### src/rtl/alu_mdu_pkg.sv
// Shared definitions for the ALU/MDU block: op-codes, FSM state type and
// the default datapath width.
package alu_mdu_pkg;

   localparam int WIDTH_DEF = 32;

   localparam logic [4:0] OP_ADDU    = 5'd0;
   localparam logic [4:0] OP_SUBU    = 5'd1;
   localparam logic [4:0] OP_ADD     = 5'd2;
   localparam logic [4:0] OP_SUB     = 5'd3;
   localparam logic [4:0] OP_AND     = 5'd4;
   localparam logic [4:0] OP_OR      = 5'd5;
   localparam logic [4:0] OP_XOR     = 5'd6;
   localparam logic [4:0] OP_NOR     = 5'd7;
   localparam logic [4:0] OP_LUI     = 5'd8;
   localparam logic [4:0] OP_LUI_ALT = 5'd9;
   localparam logic [4:0] OP_SLTU    = 5'd10;
   localparam logic [4:0] OP_SLT     = 5'd11;
   localparam logic [4:0] OP_SRA     = 5'd12;
   localparam logic [4:0] OP_SRL     = 5'd13;
   localparam logic [4:0] OP_SLL     = 5'd14;
   localparam logic [4:0] OP_SLL_ALT = 5'd15;
   localparam logic [4:0] OP_MULT    = 5'd16;
   localparam logic [4:0] OP_MULTU   = 5'd17;
   localparam logic [4:0] OP_DIV     = 5'd18;
   localparam logic [4:0] OP_DIVU    = 5'd19;
   localparam logic [4:0] OP_MFHI    = 5'd20;
   localparam logic [4:0] OP_MFLO    = 5'd21;
   localparam logic [4:0] OP_MTHI    = 5'd22;
   localparam logic [4:0] OP_MTLO    = 5'd23;

   typedef enum logic [1:0] {ST_IDLE, ST_MUL, ST_DIV, ST_DONE} state_e;

endpackage

### src/rtl/alu_mdu_div.sv
// Iterative restoring divider: one quotient bit per step on operand magnitudes,
// sign fix-up and divide-by-zero / overflow handling applied on the outputs.
module alu_mdu_div
   import alu_mdu_pkg::*;
#(
   parameter int WIDTH = WIDTH_DEF
) (
   input  logic             clk,
   input  logic             rst,
   input  logic             start_i,
   input  logic             step_i,
   input  logic             signed_i,
   input  logic [WIDTH-1:0] a_i,
   input  logic [WIDTH-1:0] b_i,
   output logic [WIDTH-1:0] quo_o,
   output logic [WIDTH-1:0] rem_o,
   output logic             ovf_o
);

   logic [WIDTH-1:0] quo_q, quo_d, rem_q, rem_d, dvs_q, dvs_d, a_q, a_d;
   logic             sq_q, sq_d, sr_q, sr_d, dz_q, dz_d, ovf_q, ovf_d;
   logic [WIDTH:0]   rem_sh, rem_sub;
   logic [WIDTH-1:0] quo_n, rem_n;
   logic             ge, a_neg, b_neg;

   always_comb begin
      a_neg   = signed_i & a_i[WIDTH-1];
      b_neg   = signed_i & b_i[WIDTH-1];
      rem_sh  = {rem_q, quo_q[WIDTH-1]};
      rem_sub = rem_sh - {1'b0, dvs_q};
      ge      = (rem_sh >= {1'b0, dvs_q});
      rem_n   = ge ? rem_sub[WIDTH-1:0] : rem_sh[WIDTH-1:0];
      quo_n   = {quo_q[WIDTH-2:0], ge};

      quo_d = quo_q;
      rem_d = rem_q;
      dvs_d = dvs_q;
      a_d   = a_q;
      sq_d  = sq_q;
      sr_d  = sr_q;
      dz_d  = dz_q;
      ovf_d = ovf_q;
      if (start_i) begin
         quo_d = a_neg ? -a_i : a_i;
         rem_d = '0;
         dvs_d = b_neg ? -b_i : b_i;
         a_d   = a_i;
         sq_d  = a_neg ^ b_neg;
         sr_d  = a_neg;
         dz_d  = (b_i == '0);
         ovf_d = (b_i == '0) |
                 (signed_i & (a_i == {1'b1, {(WIDTH-1){1'b0}}}) & (b_i == '1));
      end else if (step_i) begin
         quo_d = quo_n;
         rem_d = rem_n;
      end
   end

   // Outputs reflect the state after the current step, so the final step's
   // result is available on the same edge the controller leaves DIV.
   always_comb begin
      quo_o = dz_q ? '1  : (sq_q ? -quo_n : quo_n);
      rem_o = dz_q ? a_q : (sr_q ? -rem_n : rem_n);
      ovf_o = ovf_q;
   end

   always_ff @(posedge clk) begin
      if (rst) begin
         quo_q <= '0;
         rem_q <= '0;
         dvs_q <= '0;
         a_q   <= '0;
         sq_q  <= 1'b0;
         sr_q  <= 1'b0;
         dz_q  <= 1'b0;
         ovf_q <= 1'b0;
      end else begin
         quo_q <= quo_d;
         rem_q <= rem_d;
         dvs_q <= dvs_d;
         a_q   <= a_d;
         sq_q  <= sq_d;
         sr_q  <= sr_d;
         dz_q  <= dz_d;
         ovf_q <= ovf_d;
      end
   end

endmodule

### src/rtl/alu_mdu.sv
// ALU with MIPS-style multiply/divide unit and HI/LO registers.
// Define ALU_MDU_DIV_EN to build the iterative divider; otherwise DIV/DIVU report overflow.
//
// state | meaning
// IDLE  | ready for a request
// MUL   | shift-add multiply, WIDTH iterations
// DIV   | restoring divide, WIDTH iterations
// DONE  | result held until out_ready
module alu_mdu
   import alu_mdu_pkg::*;
#(
   parameter int WIDTH = WIDTH_DEF
) (
   input  logic             clk,
   input  logic             rst,
   input  logic             in_valid,
   output logic             in_ready,
   input  logic [4:0]       op,
   input  logic [WIDTH-1:0] a,
   input  logic [WIDTH-1:0] b,
   output logic             out_valid,
   input  logic             out_ready,
   output logic [WIDTH-1:0] r,
   output logic             zero,
   output logic             carry,
   output logic             negative,
   output logic             overflow,
   output logic [WIDTH-1:0] hi,
   output logic [WIDTH-1:0] lo
);

   localparam int SHW = $clog2(WIDTH);

   state_e             state_q, state_d;
   logic [SHW-1:0]     cnt_q, cnt_d;
   logic [WIDTH-1:0]   r_q, r_d, hi_q, hi_d, lo_q, lo_d, mcand_q, mcand_d;
   logic [2*WIDTH-1:0] prod_q, prod_d, prod_step, prod_fix;
   logic               mneg_q, mneg_d;
   logic               z_q, z_d, c_q, c_d, n_q, n_d, v_q, v_d;
   logic               accept, last_iter, msigned;
   logic [WIDTH-1:0]   alu_r, a_mag, b_mag;
   logic               alu_c, alu_v;
   logic [WIDTH:0]     sum_u, dif_u, acc;
   logic [SHW-1:0]     shamt, ridx, lidx;

   assign in_ready  = (state_q == ST_IDLE) && !rst;
   assign accept    = in_valid && in_ready;
   assign last_iter = (cnt_q == SHW'(WIDTH-1));

`ifdef ALU_MDU_DIV_EN
   logic [WIDTH-1:0] div_quo, div_rem;
   logic             div_ovf;

   alu_mdu_div #(.WIDTH(WIDTH)) u_div (
      .clk      (clk),
      .rst      (rst),
      .start_i  (accept && (op == OP_DIV || op == OP_DIVU)),
      .step_i   (state_q == ST_DIV),
      .signed_i (op == OP_DIV),
      .a_i      (a),
      .b_i      (b),
      .quo_o    (div_quo),
      .rem_o    (div_rem),
      .ovf_o    (div_ovf)
   );
`endif

   always_comb begin
      alu_r = '0;
      alu_c = 1'b0;
      alu_v = 1'b0;
      shamt = a[SHW-1:0];
      ridx  = shamt - SHW'(1);
      lidx  = SHW'(0) - shamt;
      sum_u = {1'b0, a} + {1'b0, b};
      dif_u = {1'b0, a} - {1'b0, b};
      case (op)
         OP_SUBU: begin
            alu_r = dif_u[WIDTH-1:0];
            alu_c = dif_u[WIDTH];
         end
         OP_ADD: begin
            alu_r = sum_u[WIDTH-1:0];
            alu_v = (a[WIDTH-1] == b[WIDTH-1]) && (alu_r[WIDTH-1] != a[WIDTH-1]);
         end
         OP_SUB: begin
            alu_r = dif_u[WIDTH-1:0];
            alu_v = (a[WIDTH-1] != b[WIDTH-1]) && (alu_r[WIDTH-1] != a[WIDTH-1]);
         end
         OP_AND:             alu_r = a & b;
         OP_OR:              alu_r = a | b;
         OP_XOR:             alu_r = a ^ b;
         OP_NOR:             alu_r = ~(a | b);
         OP_LUI, OP_LUI_ALT: alu_r = {b[WIDTH/2-1:0], {(WIDTH/2){1'b0}}};
         OP_SLTU: begin
            alu_r = {{(WIDTH-1){1'b0}}, dif_u[WIDTH]};
            alu_c = dif_u[WIDTH];
         end
         OP_SLT: alu_r = {{(WIDTH-1){1'b0}}, ($signed(a) < $signed(b))};
         OP_SRA: begin
            alu_r = $signed(b) >>> shamt;
            alu_c = (shamt != '0) & b[ridx];
         end
         OP_SRL: begin
            alu_r = b >> shamt;
            alu_c = (shamt != '0) & b[ridx];
         end
         OP_SLL, OP_SLL_ALT: begin
            alu_r = b << shamt;
            alu_c = (shamt != '0) & b[lidx];
         end
         OP_MULT, OP_MULTU: alu_r = '0;
`ifdef ALU_MDU_DIV_EN
         OP_DIV, OP_DIVU:   alu_r = '0;
`else
         OP_DIV, OP_DIVU:   alu_v = 1'b1;
`endif
         OP_MFHI: alu_r = hi_q;
         OP_MFLO: alu_r = lo_q;
         OP_MTHI, OP_MTLO: alu_r = a;
         default: begin
            alu_r = sum_u[WIDTH-1:0];
            alu_c = sum_u[WIDTH];
         end
      endcase
   end

   // Multiply on magnitudes; the sign is re-applied once at the end.
   always_comb begin
      msigned   = (op == OP_MULT);
      a_mag     = (msigned & a[WIDTH-1]) ? -a : a;
      b_mag     = (msigned & b[WIDTH-1]) ? -b : b;
      acc       = {1'b0, prod_q[2*WIDTH-1:WIDTH]} + (prod_q[0] ? {1'b0, mcand_q} : '0);
      prod_step = {acc, prod_q[WIDTH-1:1]};
      prod_fix  = mneg_q ? -prod_step : prod_step;
   end

   always_comb begin
      state_d = state_q;
      cnt_d   = cnt_q;
      r_d     = r_q;
      z_d     = z_q;
      c_d     = c_q;
      n_d     = n_q;
      v_d     = v_q;
      hi_d    = hi_q;
      lo_d    = lo_q;
      mcand_d = mcand_q;
      prod_d  = prod_q;
      mneg_d  = mneg_q;
      case (state_q)
         ST_IDLE: begin
            if (accept) begin
               r_d     = alu_r;
               z_d     = (alu_r == '0);
               c_d     = alu_c;
               n_d     = alu_r[WIDTH-1];
               v_d     = alu_v;
               cnt_d   = '0;
               state_d = ST_DONE;
               case (op)
                  OP_MULT, OP_MULTU: begin
                     state_d = ST_MUL;
                     mcand_d = b_mag;
                     prod_d  = {{WIDTH{1'b0}}, a_mag};
                     mneg_d  = msigned & (a[WIDTH-1] ^ b[WIDTH-1]);
                  end
`ifdef ALU_MDU_DIV_EN
                  OP_DIV, OP_DIVU: state_d = ST_DIV;
`endif
                  OP_MTHI: hi_d = a;
                  OP_MTLO: lo_d = a;
                  default: ;
               endcase
            end
         end
         ST_MUL: begin
            prod_d = prod_step;
            cnt_d  = cnt_q + SHW'(1);
            if (last_iter) begin
               state_d = ST_DONE;
               cnt_d   = '0;
               hi_d    = prod_fix[2*WIDTH-1:WIDTH];
               lo_d    = prod_fix[WIDTH-1:0];
            end
         end
         ST_DIV: begin
`ifdef ALU_MDU_DIV_EN
            cnt_d = cnt_q + SHW'(1);
            if (last_iter) begin
               state_d = ST_DONE;
               cnt_d   = '0;
               hi_d    = div_rem;
               lo_d    = div_quo;
               v_d     = div_ovf;
            end
`else
            state_d = ST_IDLE;
`endif
         end
         ST_DONE: if (out_ready) state_d = ST_IDLE;
         default: state_d = ST_IDLE;
      endcase
   end

   always_ff @(posedge clk) begin
      if (rst) begin
         state_q <= ST_IDLE;
         cnt_q   <= '0;
         r_q     <= '0;
         z_q     <= 1'b0;
         c_q     <= 1'b0;
         n_q     <= 1'b0;
         v_q     <= 1'b0;
         hi_q    <= '0;
         lo_q    <= '0;
         mcand_q <= '0;
         prod_q  <= '0;
         mneg_q  <= 1'b0;
      end else begin
         state_q <= state_d;
         cnt_q   <= cnt_d;
         r_q     <= r_d;
         z_q     <= z_d;
         c_q     <= c_d;
         n_q     <= n_d;
         v_q     <= v_d;
         hi_q    <= hi_d;
         lo_q    <= lo_d;
         mcand_q <= mcand_d;
         prod_q  <= prod_d;
         mneg_q  <= mneg_d;
      end
   end

   assign out_valid = (state_q == ST_DONE);
   assign r         = r_q;
   assign zero      = z_q;
   assign carry     = c_q;
   assign negative  = n_q;
   assign overflow  = v_q;
   assign hi        = hi_q;
   assign lo        = lo_q;

endmodule

### config.mk
export PLATFORM = sky130hd
export DESIGN_NAME = alu_mdu
export DESIGN_NICKNAME = d
export VERILOG_FILES = /design/src/rtl/alu_mdu_pkg.sv /design/src/rtl/alu_mdu_div.sv /design/src/rtl/alu_mdu.sv
export SDC_FILE = /design/constraint.sdc
export NUM_CORES = 1
export LEC_CHECK = 0
export ABC_AREA = 0
export CORE_MARGIN = 3
export CORE_UTILIZATION = 40
export CTS_CLUSTER_DIAMETER = 80
export DETAILED_ROUTE_END_ITERATION = 16
export GPL_ROUTABILITY_DRIVEN = 1
export GPL_TIMING_DRIVEN = 0
export PLACE_DENSITY = 0.66
export SETUP_SLACK_MARGIN = 0.1
export SLEW_MARGIN = 20
export SYNTH_ARGS = -nofsm -noshare
export SYNTH_HDL_FRONTEND = slang
export SYNTH_HIERARCHICAL = 1
export SYNTH_SLANG_ARGS = --single-unit
export TNS_END_PERCENT = 5
### constraint.sdc
create_clock -name clk -period 6.65 [get_ports clk]
set_clock_uncertainty 0.1 [all_clocks]
set_input_delay 1.33 -clock clk [delete_from_list [all_inputs] [get_ports clk]]
set_output_delay 1.33 -clock clk [all_outputs]
set_load 0.05 [all_outputs]
After elaboration in Yosys (flattened, before gate mapping)
Cells that the tools add are included.
Cells by class
  bitwise logic cells: 10
  multiply operators: 0
  $lt $le $gt $ge: 3
  divide/modulo/power cells: 0
  eq/ne operators: 37
  $add $sub $neg: 9
  mux-type cells: 30
  shift operators: 3
  reduce and logical (&&, ||, !) cells: 26
Operators by type and width (number)
  case mux 32 bit (15 select lines): 1
  two-way mux 32 bit: 9
  two-way mux 64 bit: 3
  case mux 32 bit (2 select lines): 2
  case mux 64 bit (2 select lines): 1
  adder 32 x 32 -> 33 bit: 2
  negation 32 bit: 2
  negation 64 bit: 1
  == test 5 bit, second input constant: 9
  == test 5 x 4 -> 1 bit, second input constant: 8
  subtractor 32 x 32 -> 33 bit: 1
  AND 32 bit: 1
  logical NOT 32 bit: 1
  < comparator 32 bit: 1
  inverter 32 bit: 1
  bitwise OR 32 bit: 1
  left shift 32 x 5 -> 32 bit: 1
  right shift 32 x 5 -> 32 bit: 1
  >>> shifter 32 x 5 -> 32 bit: 1
  bitwise XOR 32 bit: 1
  == test 5 x 3 -> 1 bit, second input constant: 4
  OR reduction 17 bit: 1
  OR reduction 2 bit: 8
  < comparator 5 x 6 -> 1 bit, second input constant: 2
  other kinds (30): 55
Storage, ports and cells
  bits of input ports: 73
  memory bits (read-only): 0
  flip-flop bits (word level): 204
  memory bits (writable): 0
  memories: 0
  bits in latches: 0
  output and inout port bits: 102
  word-level logic and storage cells: 130

Logic depth before layout (Yosys ltp)
  word-level depth: 6
  depth in mapped cells: 19

Worst setup path before layout
OpenSTA, ideal clock, no wires.
  path type: input to register
  from: input port a[2]
  to: register z_q (netlist: zero)
  setup slack: 895 ps
  data required time: 6492 ps
  path buffers: 6
  cell stages on the path: 19
  data arrival time: 5597 ps
  path through: buf_2 buf_2 buf_2 inv_1 clkbuf_1 buf_1 ha_1 clkbuf_1 o21bai_1 a2111oi_2 o21ai_0 a311oi_1 xnor2_1 a221oi_1 o21ai_0 nor4bb_1 nand4b_1 nor4bb_1 a31o_2
On the way
  longest elaborated chain between the ends: 4
  elaborated cells on any way between the ends: 12
  classes of those cells: add/sub: 2; order compare: 1; shift: 3; mux: 1; bitwise: 4; reduce/logical: 1
RTL lines
  start, declared: RTL line alu_mdu.sv:19  | input logic [WIDTH-1:0] a,
  parallel branches: the longest is 2 deep, another holds subtractor 32 x 32 -> 33 bit
  case mux 32 bit (15 select lines) *: RTL line alu_mdu.sv:77  | case (op)
  logical NOT 32 bit *: RTL line alu_mdu.sv:155  | z_d = (alu_r == '0);
  end signal, assigned: RTL line alu_mdu.sv:224  | z_q <= z_d;
  end, declared: RTL line alu_mdu.sv:39  | logic z_q, z_d, c_q, c_d, n_q, n_d, v_q, v_d;
Every way passes the cells marked *.
A chain may end at the register's enable or synchronous reset.

Final worst setup path
  from: input port b[12]
  to: register z_q (netlist: zero)
On the way
  longest elaborated chain between the ends: 4
  elaborated cells on any way between the ends: 12
  classes of those cells: add/sub: 2; order compare: 1; shift: 3; mux: 1; bitwise: 4; reduce/logical: 1
RTL lines
  start, declared: RTL line alu_mdu.sv:20  | input logic [WIDTH-1:0] b,
  parallel branches: the longest is 2 deep, another holds subtractor 32 x 32 -> 33 bit
  case mux 32 bit (15 select lines) *: RTL line alu_mdu.sv:77
  logical NOT 32 bit *: RTL line alu_mdu.sv:155
Marks and branches as above.

==> results.md <==
* Status: finished, violations left
* Failing checks: negative setup slack
* Placed Cells incl. Taps at between 4,000 and 5,000
* Vias in the first global route at ~28,000
* Multiplexer area fraction after synthesis at approximately 11%
* Setup Fix Bufs, Post-CTS at 0
* Compound-Gate Fraction of Synth Area at between 30 and 40%
* CP max FO at 11
* Initial DRC Count at 4,605
* Worst Path Required at ~7 ns
* Synth cell types at 101
* Non-Filler Instances at 4,278
* Peak VDD IR at 147 uV
* Largest family of logic cells by synthesized area: compound AO/OA/AOI/OAI gates
* Share of cells above drive strength 1 at under 10%
* Post-Syn Area at 24,300 um^2
* RePlAce Congestion at 1.10
* Syn_nets at 3,490
* CTS tree: built
* Gate Count Post-Synth at 3,280
* Syn. warnings at 6
* Vias at 30,300
* Xor-xnor portion of the synthesized cell area at between 5 and 6%
* Register bit count reported by yosys at 203
* Die area at about 64,000 um^2
* FMAX at 149 MHz
* Crit start category: input pin
* Max-slew violations at 0
* GR Overflow Total at 0
* MaxCap Viol Count at 0
* CTS H-tree lvls at 1
* Wirelength per Cell at approximately 36 um
* FP Rows at 89
* DRC viols at 0
* Total Wirelength at 155,000 um
* Initial Util at 40.8%
* FFs w/ async S/R, synth at 0%
* Overall global routing resource usage at a little under half
* DRT Pass-1 Iters at 6
* Setup TNS at -0.141 ns
* Post-DP HPWL at 125,000 um
* Latest clock arrival within the worst-skew pair at 0.57 ns
* RSZ-0062 raised after global routing: true
* Post_cts resized at between 40 and 50
* Fillers at between 6,000 and 7,000
* Largest area contributor in the netlist: dfxtp_1
* First-pass GRT wire length at 213,000 um
* Synth top cells by count: 392 x nor2_1, 246 x a21oi_1, 231 x nand2_1
* Worst min-delay path class: reg -> reg
* Most frequent cell after synthesis: nor2_1
* Die X at 252 um
* Worst slew pin tran at about 1.3 ns
* Initial antenna violation count at 16
* Clock Pin Slew Worst Setup and Hold Paths at 0.06 ns
* Crit. End Element: flip-flop
* # setup viols final at 2
* CP Class: in -> reg
* Core ar. at 59,500 um^2
* Io pins at 175
* Pwr Density at between 150 and 200 nW/um^2
* Ys flop type: dfxtp_1
* Worst Setup Slack, final at -0.0770 ns
* Clock tree sinks at 203
* Static leakage at 0.0105 uW
* Finished Core Util at 47.3%
* Power, Total at approximately 5000 uW
* Min Tclk post-route at 6.73 ns
* Final hold slack at approximately 0.35 ns
* Post-synthesis sequential area ratio at 16.8%
* Final Hold Viols at 0
* Slew margin rel. at 11.0%
* Synthesized area per cell at 7.40 um^2
* Largest net degree at the start of global routing at 20
* Final period util at 101%
* Synth Area in Adders at 7.16%
* Root buf cell: clkbuf_16
* Cts bufs inserted at 24
* Ranking of synthesized cells by area: dfxtp_1 17%, ha_1 6.9%, mux4_2 6.6%
* Maximum clock insertion buffer count at 3
* Post-CTS Hold Buffers at 0
* Die height at 252 um
* Simple logic cell fraction of the synthesized area at 21.9%
* Vias per Instance at approximately 7.1
* Fin nets at 3,690
* Post-synth top area share at 16.8%
* DRT antenna net count at 0
* Port bufs at 171
* Critical path arrival at roughly 7 ns
* EDFF count, synth at 0
* Area Growth Syn to Fin at 15.9%
layout make-up:
class	instances	area, um^2	area share (%)
multi-input cells	2671	18800	66.9
flip-flops and latches	203	4060	14.5
repair buffers	177	1760	6.27
plain buffers	287	1180	4.20
well taps	773	967	3.44
clock buffers	32	702	2.50
inverters	116	435	1.55
clock inverters	12	180	0.641
diodes	7	17.5	0.0623
state kept, by name, summed over array words and instances (netlist names):
signal,count
state_q,2
mneg_q,1
prod_q,64
lo,32
overflow,1
r,32
mcand_q,32
carry,1
zero,1
cnt_q,5
hi,32
power breakdown:
group / internal [uW] / total, uW / switching, uW
sequential: 1280 / 1360 / 81.1
combinational: 610 / 2060 / 1450
clock: 900 / 1490 / 588
worst paths after layout:
path                      startpoint                       to  slack, ns  depth (start not counted)
max reg2reg   prod_q[0]$_SDFFE_PP0P_      hi[30]$_SDFFE_PP0P_       1.00                         16
min          mcand_q[0]$_SDFFE_PP0P_  mcand_q[0]$_SDFFE_PP0P_       0.35                          2
max                            b[12]        zero$_SDFFE_PP0P_      -0.08                         17
min reg2reg  mcand_q[0]$_SDFFE_PP0P_  mcand_q[0]$_SDFFE_PP0P_       0.35                          2
cell usage in the layout, fill, tap and decap left out, types with 19 or more instances in the layout:
master             n
mux2_2            22
nor2_1           392
o211ai_1          31
o41ai_1           20
inv_1            113
buf_2             26
a22oi_1           58
a21oi_1          246
buf_1             31
nor2b_1           31
o21ai_0          178
or3_1             30
xnor2_1           93
clkdlybuf4s50_1  168
mux2i_1           83
nor4_1            26
dfxtp_1          203
clkbuf_16         25
nand2_1          231
ha_1             133
nand3_1           97
nor3_1            55
and3_1            19
xor2_1            72
nand2b_1          34
a211oi_1         133
o22ai_1           34
nand4_1           31
a31oi_1           42
clkbuf_2          22
mux4_2            71
a21o_1            35
o31ai_1           29
clkbuf_1         201
a221oi_1          37
and2_1            56
cells by family (layout without fill, tap and decap cells):
family,Yosys count,after routing
simple gates,1101,1101
compound gates,1092,1092
buf+inv,406,624
flops,203,203
mux,176,176
xor+xnor,165,165
fa+ha+maj,137,137
other cells,0,7
routing by layer:
metal | track usage (%) | wire length (um)
met1 | 59.6 | 59900
met2 | 66.4 | 61900
met3 | 18.4 | 22100
met4 | 26.8 | 11000
met5 | 0.977 | 177
metrics by stage:
step           setup WS (ns)  instance area (um^2)
3_5_place_dp           -2.36                 27000
4_1_cts               0.0484                 28000
5_1_grt               0.0137                 28100
3_3_place_gp           -3.24                 26900
2_1_floorplan          0.895                 24300
6_report             -0.0770                 28100
worst max-delay path, cell delays in order:
cell,delay [ns]
clkdlybuf4s50_1,0.86
clkbuf_4,0.49
inv_1,0.15
ha_1,0.30
clkbuf_1,0.39
clkbuf_2,0.37
nor2_1,0.09
o21ai_0,0.16
nand3_1,0.27
nor3_1,0.57
o21ai_1,0.27
a41oi_1,0.54
o31ai_2,0.20
nor2b_1,0.18
a2111oi_0,0.38
nor2_1,0.24
a31o_2,0.25
Power figures use the tool's default switching activity.
